<file path="src/rtl/l2_request_sequencer.sv">
// Round-robin sequencer for the shared L2 request path: arbitrates requesters, consults the
// reservation tracker once per request, drops aborted store-conditionals, and reports SC outcomes.
module l2_request_sequencer #(
    parameter int NUM_PORTS = 2,
    parameter int IDW       = $clog2(NUM_PORTS)
) (
    input  logic                    clk,
    input  logic                    rst,
    input  logic [NUM_PORTS-1:0]    req_valid,
    input  logic [NUM_PORTS*30-1:0] req_addr,
    input  logic [NUM_PORTS-1:0]    req_lr,
    input  logic [NUM_PORTS-1:0]    req_sc,
    input  logic [NUM_PORTS-1:0]    req_store,
    output logic [NUM_PORTS-1:0]    req_ack,
    output logic                    rsv_strobe,
    output logic [29:0]             rsv_addr,
    output logic [IDW-1:0]          rsv_id,
    output logic                    rsv_lr,
    output logic                    rsv_sc,
    output logic                    rsv_store,
    input  logic                    rsv_abort,
    output logic                    mem_valid,
    input  logic                    mem_ready,
    output logic [29:0]             mem_addr,
    output logic [IDW-1:0]          mem_id,
    output logic                    mem_lr,
    output logic                    mem_sc,
    output logic                    mem_store,
    output logic                    sc_done,
    output logic [IDW-1:0]          sc_done_id,
    output logic                    sc_fail
);

    typedef enum logic [1:0] {
        IDLE  = 2'd0,
        ISSUE = 2'd1,
        MEM   = 2'd2
    } state_t;

    state_t         state_reg, state_next;
    logic [IDW-1:0] rr_ptr_reg;
    logic [29:0]    addr_reg;
    logic [IDW-1:0] id_reg;
    logic           lr_reg, sc_reg, store_reg;
    logic           sc_done_reg, sc_fail_reg;
    logic [IDW-1:0] sc_done_id_reg;

    logic [IDW-1:0]       cand_idx [NUM_PORTS];
    logic [NUM_PORTS-1:0] cand_valid;
    logic                 grant_found;
    logic [IDW-1:0]       grant_idx;
    logic [IDW-1:0]       rr_ptr_next;

    // Candidate gi is the port gi places after the round-robin pointer, wrapped modulo NUM_PORTS.
    genvar gi;
    generate
        for (gi = 0; gi < NUM_PORTS; gi++) begin : g_cand
            logic [IDW:0] sum;
            assign sum            = {1'b0, rr_ptr_reg} + (IDW+1)'(gi);
            assign cand_idx[gi]   = (sum >= (IDW+1)'(NUM_PORTS)) ?
                                    IDW'(sum - (IDW+1)'(NUM_PORTS)) : sum[IDW-1:0];
            assign cand_valid[gi] = req_valid[cand_idx[gi]];
        end
    endgenerate

    always_comb begin
        grant_found = 1'b0;
        grant_idx   = '0;
        for (int k = NUM_PORTS - 1; k >= 0; k--) begin
            if (cand_valid[k]) begin
                grant_found = 1'b1;
                grant_idx   = cand_idx[k];
            end
        end
    end

    assign rr_ptr_next = (grant_idx == IDW'(NUM_PORTS - 1)) ? '0 : grant_idx + IDW'(1);

    always_ff @(posedge clk) begin
        if (rst) begin
            state_reg <= IDLE;
        end else begin
            state_reg <= state_next;
        end
    end

    always_comb begin
        state_next = state_reg;
        case (state_reg)
            IDLE:    if (grant_found) state_next = ISSUE;
            ISSUE:   state_next = (sc_reg && rsv_abort) ? IDLE : MEM;
            MEM:     if (mem_ready) state_next = IDLE;
            default: state_next = IDLE;
        endcase
    end

    always_comb begin
        req_ack    = '0;
        rsv_strobe = 1'b0;
        rsv_addr   = '0;
        rsv_id     = '0;
        rsv_lr     = 1'b0;
        rsv_sc     = 1'b0;
        rsv_store  = 1'b0;
        mem_valid  = 1'b0;
        mem_addr   = '0;
        mem_id     = '0;
        mem_lr     = 1'b0;
        mem_sc     = 1'b0;
        mem_store  = 1'b0;
        case (state_reg)
            IDLE: begin
                // No ack while in reset: the requester would drop a request we are about to discard.
                if (grant_found && !rst) req_ack[grant_idx] = 1'b1;
            end
            ISSUE: begin
                rsv_strobe = 1'b1;
                rsv_addr   = addr_reg;
                rsv_id     = id_reg;
                rsv_lr     = lr_reg;
                rsv_sc     = sc_reg;
                rsv_store  = store_reg;
            end
            MEM: begin
                mem_valid = 1'b1;
                mem_addr  = addr_reg;
                mem_id    = id_reg;
                mem_lr    = lr_reg;
                mem_sc    = sc_reg;
                mem_store = store_reg;
            end
            default: ;
        endcase
    end

    always_ff @(posedge clk) begin
        if (rst) begin
            rr_ptr_reg     <= '0;
            addr_reg       <= '0;
            id_reg         <= '0;
            lr_reg         <= 1'b0;
            sc_reg         <= 1'b0;
            store_reg      <= 1'b0;
            sc_done_reg    <= 1'b0;
            sc_fail_reg    <= 1'b0;
            sc_done_id_reg <= '0;
        end else begin
            if (state_reg == IDLE && grant_found) begin
                rr_ptr_reg <= rr_ptr_next;
                addr_reg   <= req_addr[30*grant_idx +: 30];
                id_reg     <= grant_idx;
                // LR+SC together is treated as a plain SC.
                lr_reg     <= req_lr[grant_idx] & ~req_sc[grant_idx];
                sc_reg     <= req_sc[grant_idx];
                store_reg  <= req_store[grant_idx];
            end
            sc_done_reg    <= 1'b0;
            sc_fail_reg    <= 1'b0;
            sc_done_id_reg <= '0;
            if (state_reg == ISSUE && sc_reg && rsv_abort) begin
                sc_done_reg    <= 1'b1;
                sc_fail_reg    <= 1'b1;
                sc_done_id_reg <= id_reg;
            end else if (state_reg == MEM && mem_ready && sc_reg) begin
                sc_done_reg    <= 1'b1;
                sc_fail_reg    <= 1'b0;
                sc_done_id_reg <= id_reg;
            end
        end
    end

    assign sc_done    = sc_done_reg;
    assign sc_fail    = sc_fail_reg;
    assign sc_done_id = sc_done_id_reg;

endmodule

</file>
<file path="config.mk">
export PLATFORM = sky130hd
export DESIGN_NAME = l2_request_sequencer
export DESIGN_NICKNAME = d
export VERILOG_FILES = /design/src/rtl/l2_request_sequencer.sv
export SDC_FILE = /design/constraint.sdc
export NUM_CORES = 1
export LEC_CHECK = 0
export CORE_MARGIN = 3
export CORE_UTILIZATION = 38
export CTS_CLUSTER_SIZE = 10
export DETAILED_ROUTE_END_ITERATION = 7
export PLACE_DENSITY = 0.81
export REMOVE_ABC_BUFFERS = 1
export SYNTH_ARGS = -nofsm -noshare
export SYNTH_HDL_FRONTEND = slang
export SYNTH_SLANG_ARGS = --single-unit
export TNS_END_PERCENT = 50
</file>
<file path="constraint.sdc">
create_clock -name clk -period 1.7 [get_ports clk]
set_input_delay 0.34 -clock clk [delete_from_list [all_inputs] [get_ports clk]]
set_output_delay 0.34 -clock clk [all_outputs]
set_load 0.01 [all_outputs]
</file>
Word level (Yosys, flattened, before mapping)
Cells that the tools add are included.
- output and inout port bits: 75
- logic and storage cells: 81
- flip-flop bits (word level): 40
- reductions and logical operators: 11
- add/subtract/negate cells: 4
- shifts and indexed selects: 1
- multiply operators: 1
- multiplexer cells: 42
- eq/ne operators: 4
- $lt $le $gt $ge: 6
- bitwise gates (word level): 2
- operator list (cell ; count):
    two-way mux 30 bit ; 2
    indexed part select 60 x 7 -> 30 bit ; 1
    two-way mux 1 bit ; 33
    two-way mux 2 bit ; 5
    logical AND 1 bit ; 8
    < comparator 1 x 2 -> 1 bit, second input constant ; 3
    one-hot mux 2 bit (3 select lines) ; 1
    multiplier 4 x 1 -> 5 bit, first input constant ; 1
    inequality test 2 bit, second input constant ; 2
    adder 1 x 1 -> 2 bit, second input constant ; 1
    == test 2 x 1 -> 1 bit, second input constant ; 1
    == test 2 bit, second input constant ; 1
    >= comparator 1 x 2 -> 1 bit, second input constant ; 1
    >= comparator 2 bit, second input constant ; 1
    zero test 2 bit ; 1
    AND reduction 2 bit ; 1
    subtractor 1 bit, second input constant ; 2
    adder 1 bit, second input constant ; 1
    bitwise AND 1 bit ; 1
    demux 1 bit (select 1 bit) ; 1
    >= comparator 1 bit, second input constant ; 1
    zero test 1 bit ; 1
    inverter 1 bit ; 1

Longest topological paths before layout
- depth after elaboration: 13
- gate-level depth with buffers: 6

Worst setup path before layout
No wires, ideal clock.
- path kind: register to output
- from: register rr_ptr_reg
- to: output req_ack[0]
- cell stages (with the launch flop): 6
- required time: 1.360 ns
- path slack: 0.173 ns
- arrival time: 1.187 ns
- cells stage by stage: dfxtp_1 > nand2b_2 > and2_4 > buf_12 > buf_12 > nor3_1
- cells in the longest elaborated chain, start to end: 13
- elaborated cells between the ends (all ways): 23
- RTL lines (item ; RTL line ; RTL):
    start, declared ; 41 ; logic [IDW-1:0] rr_ptr_reg;
    start signal, assigned ; 149 ; rr_ptr_reg <= rr_ptr_next;
    adder 1 x 1 -> 2 bit ; 59 ; assign sum = {1'b0, rr_ptr_reg} + (IDW+1)'(gi);
    >= comparator 2 bit or subtractor 1 bit (tied branches) ; 60, 61 ;
    two-way mux 1 bit ; 60 ; assign cand_idx[gi] = (sum >= (IDW+1)'(NUM_PORTS)) ?
    two-way mux 1 bit (implied by the code) (2 in series) ; 62 ; assign cand_valid[gi] = req_valid[cand_idx[gi]];
    two-way mux 1 bit (2 in series) ; 70 ; if (cand_valid[k]) begin
    < comparator 1 x 2 -> 1 bit (implied by the code) or >= comparator 1 bit (tied branches) ; 114 ; if (grant_found && !rst) req_ack[grant_idx] = 1'b1;
    logical AND 1 bit (implied by the code) ; 114 ;
    two-way mux 1 bit (implied by the code) ; 114 ;
    demux 1 bit (select 1 bit) ; 114 ;
    two-way mux 2 bit * ; 114 ;
    two-way mux 2 bit * ; 111 ; case (state_reg)
    end, declared ; 14 ; output logic [NUM_PORTS-1:0] req_ack,
Every way passes the cells marked *; elsewhere a longest branch is shown, timed or not. The select of a mux whose other input is x is not followed.

Worst setup path after layout
- from: register state_reg[0]
- to: output mem_addr[17]
- cells in the longest elaborated chain, start to end: 2
- RTL lines (item ; RTL line ; RTL):
    start, declared ; 40 ; state_t state_reg, state_next;
    start signal, assigned ; 83 ; state_reg <= state_next;
    == test 2 bit ; 111 ;
    two-way mux 30 bit ; 111 ;
    end, declared ; 24 ; output logic [29:0] mem_addr,
No other way between the ends.

==> results.json <==
{
  "outcome": "finished with violations",
  "failed_checks": "setup timing",
  "clock_sink_count": 40,
  "synthTopCellsByArea": "dfxtp_1 (33%), a311oi_2 (18%), and2_1 (18%), nand2_1 (10%), nor2_1 (5.3%)",
  "drc_errors": 0,
  "setup_ws_ns": -0.03427,
  "power.share.switching_pct": 31.51,
  "fin_crit_sh_pct": 102.0,
  "grt_pass1_wl_um": 12850,
  "ir_worst_vdd_v": 0.0004857,
  "antenna_found_initial": 0,
  "startpoint_type": "flop",
  "crit_fanout": 7,
  "placedCellCount": 508,
  "dr_total_vias": 2602,
  "seqPwrFrac_pct": 40.6,
  "drive_above_1_share_pct": 41.78,
  "finalHoldViolCount": 0,
  "grt_max_degree": 37,
  "final_cells": 525,
  "fill_cells": 501,
  "nets": 522,
  "required_ns": 1.36,
  "synth_top_area_cell": "dfxtp_1",
  "ys_warn_count": 0,
  "async_reset_ff_share_pct": 0,
  "tns_ns": -0.3017,
  "cap_violations": 0,
  "diodes": 0,
  "relSlewSlack_pct": 75.92,
  "fin_crit_ns": 1.734,
  "syn_inst": 294,
  "final_util_pct": 69.17,
  "p_per_area_nw_per_um2": 662.3,
  "power_leakage_nw": 1.867,
  "netlist.area_leader.share_pct": 32.54,
  "port_buffers": 146,
  "syn_area_um2": 2461,
  "setup_viol": 12,
  "firstDrtPassIters": 4,
  "synth_most_common_cell": "and2_1",
  "tightest_slew_ns": 0.3612,
  "synth_ff_type": "dfxtp_1",
  "pwr-share-clk_pct": 21.3,
  "largest_reg_flops": 30,
  "critical_path_arrival_ns": 1.39,
  "intPower_mw": 1.913,
  "die_area_um2": 7478,
  "grt.total_usage_pct": 21.64,
  "antenna_left": 0,
  "cts_buffer_depth": 2,
  "synth-edff-count": 0,
  "routabilityCongestion": 0.7774,
  "final.setup_skew_ns": 0.001182,
  "grt_overflow": 0,
  "ys_top_cells_by_count": "and2_1 (69), nand2_1 (67), dfxtp_1 (40), nor2_1 (35), a311oi_2 (29)",
  "hp-class": "flop to flop",
  "clock_latency_ns": 0.28,
  "start_util_pct": 40.37,
  "syn_to_final_growth_pct": 71.33,
  "core_area_um2": 6096,
  "cts_max_level": 2,
  "ys_ff_latch": 40,
  "end_kind": "output pin",
  "avgSynthCellArea_um2": 8.371,
  "via_per_inst": 4.956,
  "initialDrtViolationCount": 92,
  "root_buffer": "clkbuf_8",
  "power.switching_mw": 0.8799,
  "routed_wirelength_um": 8196,
  "place_hpwl_um": 5593,
  "io_pins": 147,
  "cts_buffers": 5,
  "routedWlPerCell_um": 15.61,
  "synth_cell_types": 29,
  "grt_pass1_vias": 2734,
  "clk_pin_slew_ns": 0.08,
  "die_w_um": 86.48,
  "combPwrFrac_pct": 38.2,
  "rsz0062_at_grt": "true",
  "dieHeight_um": 86.48,
  "rows": 28,
  "final-max-slew-violation-count": 0,
  "yosysSeqAreaShare_pct": 32.54,
  "cts_tree": "yes",
  "crit_type": "flop to output pin",
  "max_freq_ghz": 0.5766
}
## stage by stage
step | area [um^2] | setup slack (ns) | hold WS, ns | total power, mW
after floorplan | 2246 | -0.2595 | 0.4079 | 1.577
after global placement | 3989 | -0.4118 | 0.4679 | 2.077
after detailed placement | 3989 | -0.4425 | 0.5030 | 2.108
after CTS | 3951 | -0.1162 | 0.5147 | 2.742
after global routing | 4217 | -0.08299 | 0.5366 | 2.958
final | 4217 | -0.03427 | 0.5191 | 2.792
## layout make-up
| type | count | area (um^2) | share of cell area [%] |
|---|---|---|---|
| multi-input combinational | 226 | 1562 | 37.03 |
| sequential | 40 | 808.3 | 19.17 |
| inverter | 1 | 3.754 | 0.08902 |
| tap | 75 | 93.84 | 2.226 |
| clock inverter | 1 | 5.005 | 0.1187 |
| timing repair buffer | 176 | 1672 | 39.64 |
| clock buffer | 6 | 72.57 | 1.721 |
## logic make-up after synthesis
group                  count (synthesis)  synth area share (%)
AOI/OAI and AO/OA                     42                 21.61
buffers and inverters                 28                 8.897
DFF                                   40                 32.54
and+or+nand+nor                      184                 36.96
## critical path: stages, from the launching register on
cell and delay [ns]:
dfxtp_4 0.36, buf_12 0.12, nor2b_4 0.15, buf_6 0.13, buf_6 0.12, and2_4 0.14, buf_6 0.09
## routing by layer
layer / vias up / share of wire (%) / routed length (um) / track usage, %
met2: 110 / 54 / 4390 / 40.89
met1: 1197 / 38 / 3148 / 24.31
met4: 0 / 1.5 / 119 / 5.524
met3: 8 / 6.6 / 537 / 4.753
li1: 1287 / - / - / -
met5: - / 0 / 0 / 0
## worst paths after layout
kind | cells past startpoint | to | slack [ns] | start
worst max-delay path | 6 | mem_addr[17] | -0.03 | state_reg[0]
worst min-delay path | 1 | sc_done_id | 0.52 | id_reg
worst max register to register | 8 | addr_reg[3] | 0.08 | state_reg[0]
worst min register to register | 1 | sc_done_id | 0.52 | id_reg
## repair_timing
action	4_1_cts	5_1_grt
pin swaps	2	6
setup endpoints to repair	72	73
gates resized for setup	306	89
gates cloned	4	0
hold buffers	0	0
buffers inserted	7	3
## cell usage in the layout, fill, tap and decap left out, types with 2 or more instances in the layout
| cell type | synthesis | layout |
|---|---|---|
| buf_2 | 6 | 33 |
| a311oi_1 | 2 | 2 |
| buf_4 | 7 | 14 |
| buf_6 | 2 | 44 |
| and2_1 | 69 | 33 |
| a311oi_2 | 29 | 29 |
| clkdlybuf4s50_1 | 0 | 71 |
| clkdlybuf4s15_2 | 0 | 3 |
| dfxtp_1 | 40 | 38 |
| nor2b_4 | 0 | 2 |
| dfxtp_4 | 0 | 2 |
| nand2_1 | 67 | 67 |
| clkbuf_8 | 0 | 5 |
| nand2_2 | 2 | 2 |
| and2_4 | 1 | 37 |
| a22oi_1 | 2 | 2 |
| a211oi_1 | 2 | 2 |
| a21oi_1 | 3 | 3 |
| nor2_1 | 35 | 35 |
| buf_12 | 4 | 3 |
| buf_8 | 0 | 5 |
## power groups by stage
stage | clock [mW] | combinational (mW) | sequential [mW]
6_report | 0.594 | 1.07 | 1.13
3_5_place_dp | 0 | 0.964 | 1.14
4_1_cts | 0.612 | 1.00 | 1.13
3_3_place_gp | 0 | 0.940 | 1.14
2_1_floorplan | 0 | 0.460 | 1.12
5_1_grt | 0.650 | 1.16 | 1.15
Note: power is estimated with default switching activity, not from simulation.
